File: src/rtl/cordic_pkg.sv
// Shared fixed-point constants, CORDIC gain/arctangent table generators and FSM states.
// Table values are built from 2^-40 scaled integers so they elaborate as constants.
package cordic_pkg;

  localparam int FRAC_BITS = 22;
  localparam int DATA_W    = 24;

  localparam int     TAB_S   = 40;
  localparam longint K_S40   = 64'sd667681663034;   // 0.6072529350 * 2^40
  localparam longint PI4_S40 = 64'sd863554413089;   // atan(1) * 2^40

  typedef enum logic [1:0] {
    ST_IDLE = 2'd0,
    ST_RUN  = 2'd1,
    ST_DONE = 2'd2
  } state_t;

  function automatic longint round_s40(input longint v, input int guard);
    int sh;
    sh = TAB_S - FRAC_BITS - guard;
    return (v + (64'sd1 <<< (sh - 32'sd1))) >>> sh;
  endfunction

  function automatic longint k_const(input int guard);
    return round_s40(K_S40, guard);
  endfunction

  // atan(2^-idx) by its Taylor series; idx >= 1 keeps the argument <= 0.5.
  function automatic longint atan_lut(input int idx, input int guard);
    longint acc;
    longint term;
    int     sh;
    acc = 64'sd0;
    if (idx == 32'sd0) begin
      acc = PI4_S40;
    end else begin
      for (int n = 0; n < 24; n++) begin
        sh = idx * (32'sd2 * n + 32'sd1);
        if (sh <= TAB_S) term = (64'sd1 <<< (TAB_S - sh)) / longint'(32'sd2 * n + 32'sd1);
        else             term = 64'sd0;
        if ((n % 32'sd2) == 32'sd1) acc = acc - term;
        else                        acc = acc + term;
      end
    end
    return round_s40(acc, guard);
  endfunction

endpackage

File: src/rtl/cordic_cos_stage.sv
// One combinational CORDIC rotation-mode micro-rotation.
module cordic_stage #(
  parameter int W  = 26,
  parameter int CW = 4
) (
  input  logic [W-1:0]  x_in,
  input  logic [W-1:0]  y_in,
  input  logic [W-1:0]  z_in,
  input  logic [CW-1:0] iter,
  input  logic [W-1:0]  lut,
  output logic [W-1:0]  x_out,
  output logic [W-1:0]  y_out,
  output logic [W-1:0]  z_out
);

  logic signed [W-1:0] x_sh;
  logic signed [W-1:0] y_sh;

  // Rotate towards z = 0; a non-negative residual angle rotates positively.
  always_comb begin
    x_sh = $signed(x_in) >>> iter;
    y_sh = $signed(y_in) >>> iter;
    if (!z_in[W-1]) begin
      x_out = x_in - y_sh;
      y_out = y_in + x_sh;
      z_out = z_in - lut;
    end else begin
      x_out = x_in + y_sh;
      y_out = y_in - x_sh;
      z_out = z_in + lut;
    end
  end

endmodule

File: src/rtl/cordic_cos.sv
// Iterative CORDIC cosine with start/done handshake, one micro-rotation per enabled clock.
// Optional sin_out port is enabled by defining CORDIC_SIN_EN.
module cordic_cos
  import cordic_pkg::*;
#(
  parameter int ITERS = 16,
  parameter int GUARD = 2
) (
  input  logic              clk,
  input  logic              reset,
  input  logic              clk_en,
  input  logic              start,
  input  logic [DATA_W-1:0] angle,
  output logic              busy,
  output logic              done,
  output logic [DATA_W-1:0] result
`ifdef CORDIC_SIN_EN
  ,
  output logic [DATA_W-1:0] sin_out
`endif
);

  localparam int W  = DATA_W + GUARD;
  localparam int CW = $clog2(ITERS);

  localparam logic [W-1:0]        K_INIT    = W'(k_const(GUARD));
  localparam logic signed [W-1:0] ONE_W     = W'(64'sd4194304);
  localparam logic signed [W-1:0] ONE_NEG_W = -ONE_W;

  state_t        state;
  state_t        state_next;
  logic [W-1:0]  x;
  logic [W-1:0]  y;
  logic [W-1:0]  z;
  logic [CW-1:0] iter;
  logic [W-1:0]  x_n;
  logic [W-1:0]  y_n;
  logic [W-1:0]  z_n;
  logic [W-1:0]  lut_tab [ITERS];
  logic          last_iter;

  for (genvar g = 0; g < ITERS; g++) begin : g_lut
    assign lut_tab[g] = W'(atan_lut(g, GUARD));
  end

  assign last_iter = (iter == CW'(ITERS - 1));

  cordic_stage #(.W(W), .CW(CW)) u_stage (
    .x_in  (x),
    .y_in  (y),
    .z_in  (z),
    .iter  (iter),
    .lut   (lut_tab[iter]),
    .x_out (x_n),
    .y_out (y_n),
    .z_out (z_n)
  );

  // Drop guard bits and clamp to +1.0 (and -1.0 when both is set).
  function automatic logic [DATA_W-1:0] clamp_out(input logic [W-1:0] v, input logic both);
    logic signed [W-1:0] t;
    t = $signed(v) >>> GUARD;
    if (t > ONE_W)                   return DATA_W'(24'h400000);
    else if (both && (t < ONE_NEG_W)) return DATA_W'(24'hC00000);
    else                             return t[DATA_W-1:0];
  endfunction

  // FSM state register.
  always_ff @(posedge clk) begin
    if (reset)       state <= ST_IDLE;
    else if (clk_en) state <= state_next;
  end

  // Next-state logic; start is only honoured outside RUN.
  always_comb begin
    state_next = state;
    case (state)
      ST_IDLE: if (start) state_next = ST_RUN;  else state_next = ST_IDLE;
      ST_RUN:  if (last_iter) state_next = ST_DONE; else state_next = ST_RUN;
      ST_DONE: if (start) state_next = ST_RUN;  else state_next = ST_IDLE;
      default: state_next = ST_IDLE;
    endcase
  end

  // Datapath, counter and registered outputs.
  always_ff @(posedge clk) begin
    if (reset) begin
      x      <= '0;
      y      <= '0;
      z      <= '0;
      iter   <= '0;
      busy   <= 1'b0;
      done   <= 1'b0;
      result <= '0;
`ifdef CORDIC_SIN_EN
      sin_out <= '0;
`endif
    end else if (clk_en) begin
      case (state)
        ST_RUN: begin
          x    <= x_n;
          y    <= y_n;
          z    <= z_n;
          iter <= iter + CW'(1'b1);
          if (last_iter) begin
            busy   <= 1'b0;
            done   <= 1'b1;
            result <= clamp_out(x_n, 1'b0);
`ifdef CORDIC_SIN_EN
            sin_out <= clamp_out(y_n, 1'b1);
`endif
          end
        end
        default: begin
          done <= 1'b0;
          if (start) begin
            x    <= K_INIT;
            y    <= '0;
            z    <= {angle, {GUARD{1'b0}}};
            iter <= '0;
            busy <= 1'b1;
          end
        end
      endcase
    end
  end

endmodule

File: config.mk
export PLATFORM = sky130hd
export DESIGN_NAME = cordic_cos
export DESIGN_NICKNAME = d
export VERILOG_FILES = /design/src/rtl/cordic_pkg.sv /design/src/rtl/cordic_cos_stage.sv /design/src/rtl/cordic_cos.sv
export SDC_FILE = /design/constraint.sdc
export NUM_CORES = 1
export LEC_CHECK = 0
export CORE_ASPECT_RATIO = 2
export CORE_MARGIN = 8
export CORE_UTILIZATION = 57
export CTS_CLUSTER_DIAMETER = 120
export DETAILED_ROUTE_END_ITERATION = 10
export GPL_TIMING_DRIVEN = 1
export PLACE_DENSITY = 0.79
export SETUP_SLACK_MARGIN = 0.1
export SYNTH_ARGS = -nofsm -noshare
export SYNTH_HDL_FRONTEND = slang
export SYNTH_SLANG_ARGS = --single-unit
File: constraint.sdc
create_clock -name clk -period 6.2 [get_ports clk]
set_input_delay 0.93 -clock clk [delete_from_list [all_inputs] [get_ports clk]]
set_output_delay 0.93 -clock clk [all_outputs]
set_load 0.005 [all_outputs]
* After elaboration in Yosys (flattened, before gate mapping) *
Memories as Yosys holds them, arrays and structs flattened.
Cells that the tools add are included.

cells by class
  bitwise operators = 1
  shifts and indexed selects = 2
  order comparisons = 2
  muxes and demuxes = 22
  $add $sub $neg = 7
  reduce and logical (&&, ||, !) cells = 7
  equality and inequality tests = 4

operator list
  kind                                                                   number
  26-bit two-way mux                                                     11
  26-bit adder                                                           3
  26-bit subtractor                                                      3
  26-bit by 4-bit >>> shifter with 26-bit output                         2
  24-bit greater-than comparator, second input constant                  1
  24-bit two-way mux                                                     1
  4-bit two-way mux                                                      2
  1-bit two-way mux                                                      6
  3-bit AND reduction                                                    2
  5-bit >= comparator, second input constant                             1
  4-bit inverter with 5-bit output                                       1
  4-bit by 1-bit adder with 4-bit output, second input constant          1
  4-bit equality test, second input constant                             1
  2-bit one-hot mux with 2 select lines                                  1
  2-bit AND reduction                                                    2
  2-bit by 1-bit equality test with 1-bit output, second input constant  1
  2-bit equality test, second input constant                             1
  2-bit logical NOT                                                      1
  2-bit two-way mux                                                      1
  2-bit != test, second input constant                                   1
  2-bit nonzero test                                                     1
  2-bit OR reduction                                                     1

storage, ports and cells
  output and inout port bits = 26
  logic and storage cells = 54
  input port bits = 28
  memories = 1
  register bits = 110
  memory bits (read-only) = 416

memories
  name             words  bits a word  read ports  clocked after Yosys merged registers in  write ports  RTL line          text
  (no name shown)  16     26           1           0                                        0            cordic_cos.sv:53  .lut (lut_tab[iter]),

* Depth between registers and ports, before layout *
  word-level depth = 7
  mapped depth = 27
  depth with buffers taken out = 23

* Cells and area by module *
A second synthesis with hierarchy kept.

second synthesis, totals
  cell total of the unflattened synthesis = 1470
  area total of the unflattened synthesis = 12664.6 um^2

by module, submodules not included
  module        cells each  sequential area each (um^2)  instances  area an instance (um^2)
  cordic_stage  1003        0.0                          1          7867.5
  cordic_cos    467         2202.1                       1          4797.1

* Least setup slack after synthesis *
No wires, ideal clock.

  kind = reg-to-reg
  start = register iter[3]
  end = register result[0]
  period minus slack after synthesis = 6368 ps
  setup slack = -168 ps
  arrival time = 6254 ps
  stages on the path, launching flop included = 26
  setup time = 114 ps
  buffers on the path = 7
  required time = 6086 ps
  path through = dfxtp_1 -> clkbuf_1 -> buf_1 -> clkbuf_1 -> clkbuf_1 -> clkbuf_1 -> buf_1 -> buf_1 -> nand2_1 -> o21ai_0 -> ha_1 -> nand3_1 -> nor3_1 -> a21oi_1 -> xnor2_1 -> ha_1 -> and3_1 -> and2_1 -> a32o_1 -> a41oi_1 -> nor2b_1 -> xnor2_1 -> or4_1 -> nor3b_1 -> a2111oi_4 -> a2111oi_0

between the ends
  longest elaborated chain between the ends = 5
  elaborated cells between the ends (all ways) = 8
  classes of those cells = add/sub (2); order compare (1); eq/ne (1); shift (1); mux (2); reduce/logical (1)

ends and longest elaborated chain
  what                                                      RTL line                                        text
  start, declared                                           cordic_cos.sv:35                                logic [CW-1:0] iter;
  start signal, assigned                                    cordic_cos.sv:104                               iter <= iter + CW'(1'b1);
  26-bit by 4-bit >>> shifter with 26-bit output            cordic_cos_stage.sv:22                          y_sh = $signed(y_in) >>> iter;
  26-bit subtractor / 26-bit adder (equally long branches)  cordic_cos_stage.sv:24, cordic_cos_stage.sv:28
  26-bit two-way mux                                        cordic_cos_stage.sv:23                          if (!z_in[W-1]) begin
  24-bit greater-than comparator                            cordic_cos.sv:63                                if (t > ONE_W) return DATA_W'(24'h400000);
  24-bit two-way mux                                        cordic_cos.sv:63
  end signal, assigned                                      cordic_cos.sv:108                               result <= clamp_out(x_n, 1'b0);
  end, declared                                             cordic_cos.sv:16                                output logic [DATA_W-1:0] result

Several ways; a longest one is shown, not always the timed one.
A chain may end at the register's enable or synchronous reset.

* Worst setup path in the final report *
  start = register iter[2]
  end = register result[7]

The elaborated chain is that of the path after synthesis.

==> results <==
-- cell families after synthesis --
kind of cell             Yosys count  share of synthesized area, %
flip-flops                       110                         17.64
adder cells (fa/ha/maj)           91                         9.301
multiplexers                     119                         13.16
AND/OR/NAND/NOR                  508                         19.25
buffers and inverters            155                         5.382
XOR/XNOR                         117                         8.209
AO/OA/AOI/OAI                    508                         27.05
-- metrics by stage --
| stage | hold WS [ns] | cells |
|---|---|---|
| 3_3_place_gp | 0.4488 | 1880 |
| 6_report | 0.4667 | 1899 |
| 4_1_cts | 0.4676 | 1896 |
| 5_1_grt | 0.4947 | 1899 |
| 2_1_floorplan | 0.4362 | 1608 |
| 3_5_place_dp | 0.4517 | 1880 |
-- layout by cell type, fill, tap and decap left out, types with 13 or more instances in the layout --
| cell type | instances |
|---|---|
| a211oi_1 | 24 |
| and3_1 | 17 |
| a31oi_1 | 20 |
| o21ai_0 | 86 |
| inv_1 | 45 |
| a21o_1 | 38 |
| clkdlybuf4s50_1 | 52 |
| mux2i_1 | 62 |
| nor2b_1 | 18 |
| mux2_2 | 21 |
| nor2_1 | 196 |
| dfxtp_1 | 105 |
| or3_1 | 14 |
| a22oi_1 | 31 |
| buf_4 | 53 |
| ha_1 | 86 |
| xnor2_1 | 62 |
| nor3_1 | 35 |
| mux4_2 | 34 |
| nand2_1 | 118 |
| nand3_1 | 24 |
| a21oi_1 | 143 |
| and2_1 | 13 |
| nand2b_1 | 16 |
| xor2_1 | 53 |
| o21a_1 | 14 |
-- final cells by class --
type / instances / area, um2
fill: 2016 / 7740
timing repair buffer: 108 / 949.7
multi-input combinational: 1344 / 9747
sequential: 110 / 2218
inverter: 48 / 180.2
clock buffer: 9 / 225.2
tap: 273 / 341.6
clock inverter: 7 / 88.84
-- timing repair --
| item | CTS | global route |
|---|---|---|
| setup endpoints to repair | 0 | 22 |
| resized for setup | 0 | 29 |
| buffers inserted | 0 | 2 |
-- worst paths after layout --
path	slack, ns	from	endpoint
worst min register to register	0.47	z[12]	z[12]
worst max-delay path	0.33	iter[2]	result[7]
worst min-delay path	0.47	z[12]	z[12]
worst max register to register	0.33	iter[2]	result[7]
-- state kept, by name, summed over array words and instances (netlist names) --
| name | cells |
|---|---|
| z | 26 |
| x | 26 |
| iter | 4 |
| y | 26 |
| done | 1 |
| busy | 1 |
| result | 24 |
| state | 2 |
-- where the power goes --
group | internal, W | total [W] | switching, W
logic | 0.000675 | 0.00169 | 0.00102
registers | 0.000742 | 0.000818 | 0.0000758
clock network | 0.000296 | 0.000656 | 0.000359
total | 0.00171 | 0.00316 | 0.00145
-- worst max-delay path: cells and delay by family (launching register included) --
family	cells	cell delay, ns
DFF	1	0.52
adders and majority gates	1	0.37
xor gates and xnor gates	2	0.32
AOI/OAI and AO/OA	8	1.68
muxes	1	0.25
and+or+nand+nor	7	2.37
buffers and inverters	1	0.22
-- per-layer routing --
metal | GRT usage [%] | vias up | share of wire (%)
met4 | 27.62 | 0 | 8.4
met3 | 6.148 | 231 | 6.3
li1 | - | 5999 | -
met1 | 31.72 | 6173 | 34
met5 | 0 | - | 0
met2 | 57.61 | 618 | 51
==> metrics.txt <==
Sink Count=110; Overflow after GRT=0; dpl ws=0.1618 ns; critical path class=flip-flop to flip-flop; Hold Path Class=flip-flop to flip-flop; Tmin final=5.867 ns; Longest Clk Path Bufs=2; Ys Warns=0; Worst R2R Path Depth=20; sequential area share after synthesis=17.64%; largest stage delay on the critical path=0.60 ns; port buffer count=53; vias in the first global route=12.78k; number of flops mapped to enable cells by yosys=0; post-synth top area cell=dfxtp_1; DR DRC count=0; Setup crit end kind=flip-flop; fin crit share=94.63%; Cells after Synth=1,608; CTS Root Cell=clkbuf_16; status=finished clean; initial DRC count=837; synth unique cells=82; Slew HR=40.49%; H-tree depth=3; detailed-route via count=13.02k; GPL Wtd Cong=1.036; Leak Pwr=5.343 nW; top post-synthesis cells by count=nor2_1 (198), a21oi_1 (147), nand2_1 (118); Tightest Pin Transition=0.8845 ns; Area after DPL=13,290 um2; Max IR drop VDD=238.3 uV; Die Height=225.3 um; core area=21,490 um2; Hold Path Stages=2; CTS tree=yes; wire length per cell=23.52 um; PwrDens=230.1 nW/um2; RSZ-0062 raised after global routing=false; worst skew pair latency=0.40 ns; IO Pins=54; share of the synthesized area in the top cell type=17.64%; die area=27,180 um2; async set-reset flop share out of synthesis=0%; design area=13,750 um2; fin util=63.98%; Clock transition at path regs=0.09 ns; Layout Skew=0.008776 ns; crit path max fanout=18; Netlist Area Pre-Place=12,480 um2; dpl hpwl=33.15 mm; Worst Path Arrival=6.15 ns; Synth Register Bits=110; Die W=120.6 um; fin nets=1,740; Main synth FF type=dfxtp_1; final wirelength=44.67 mm; final setup fails=0; synthesis-to-layout area growth=10.15%; pin count of the biggest net entering global routing=53; crit start category=flip-flop; Pwr Total=0.003164 W; slowest CP cell=or4_1; hold buffers post-CTS=0; first-pass GRT wire length=68.68 mm; Vias/cell=6.857; worst endpoint required time=6.49 ns; final setup margin=0.3331 ns; number of antenna violations at the first check in global routing=0; DRT antenna net count=0; fmax=0.1704 GHz; number of max-cap violations=0; Avg Inst Size Synth=7.763 um2; setup_tns=0 ns; top-count cell post-synth=nor2_1; fraction of layout cells with a size suffix above 1=11.38%; site row count=76; Ant. Diodes=0; CP Cell Sequence=buf_8 > mux2i_1 > o2bb2ai_1 > or4_4 > o22a_1 > nor4_4 > and2_1 > a31oi_1 > xnor2_1 > ha_1 > and3_1 > and2_1 > a32o_1 > a41oi_2 > a21o_1 > xnor2_1 > or4_1 > nor3b_4 > a2111oi_4 > a2111oi_1; Initial Util=58.09%; GRT Total Usage=32.50%; Hold Vio Cnt, Final=0; post-synthesis net count=1,727; DRT Pass-1 Iters=6; Num CTS Buffers=9; ranking of synthesized cells by area=dfxtp_1 (18%), ha_1 (8.8%), mux4_2 (6.1%); Final Max Tran Viols=0
Note: power is estimated with default switching activity, not from simulation.
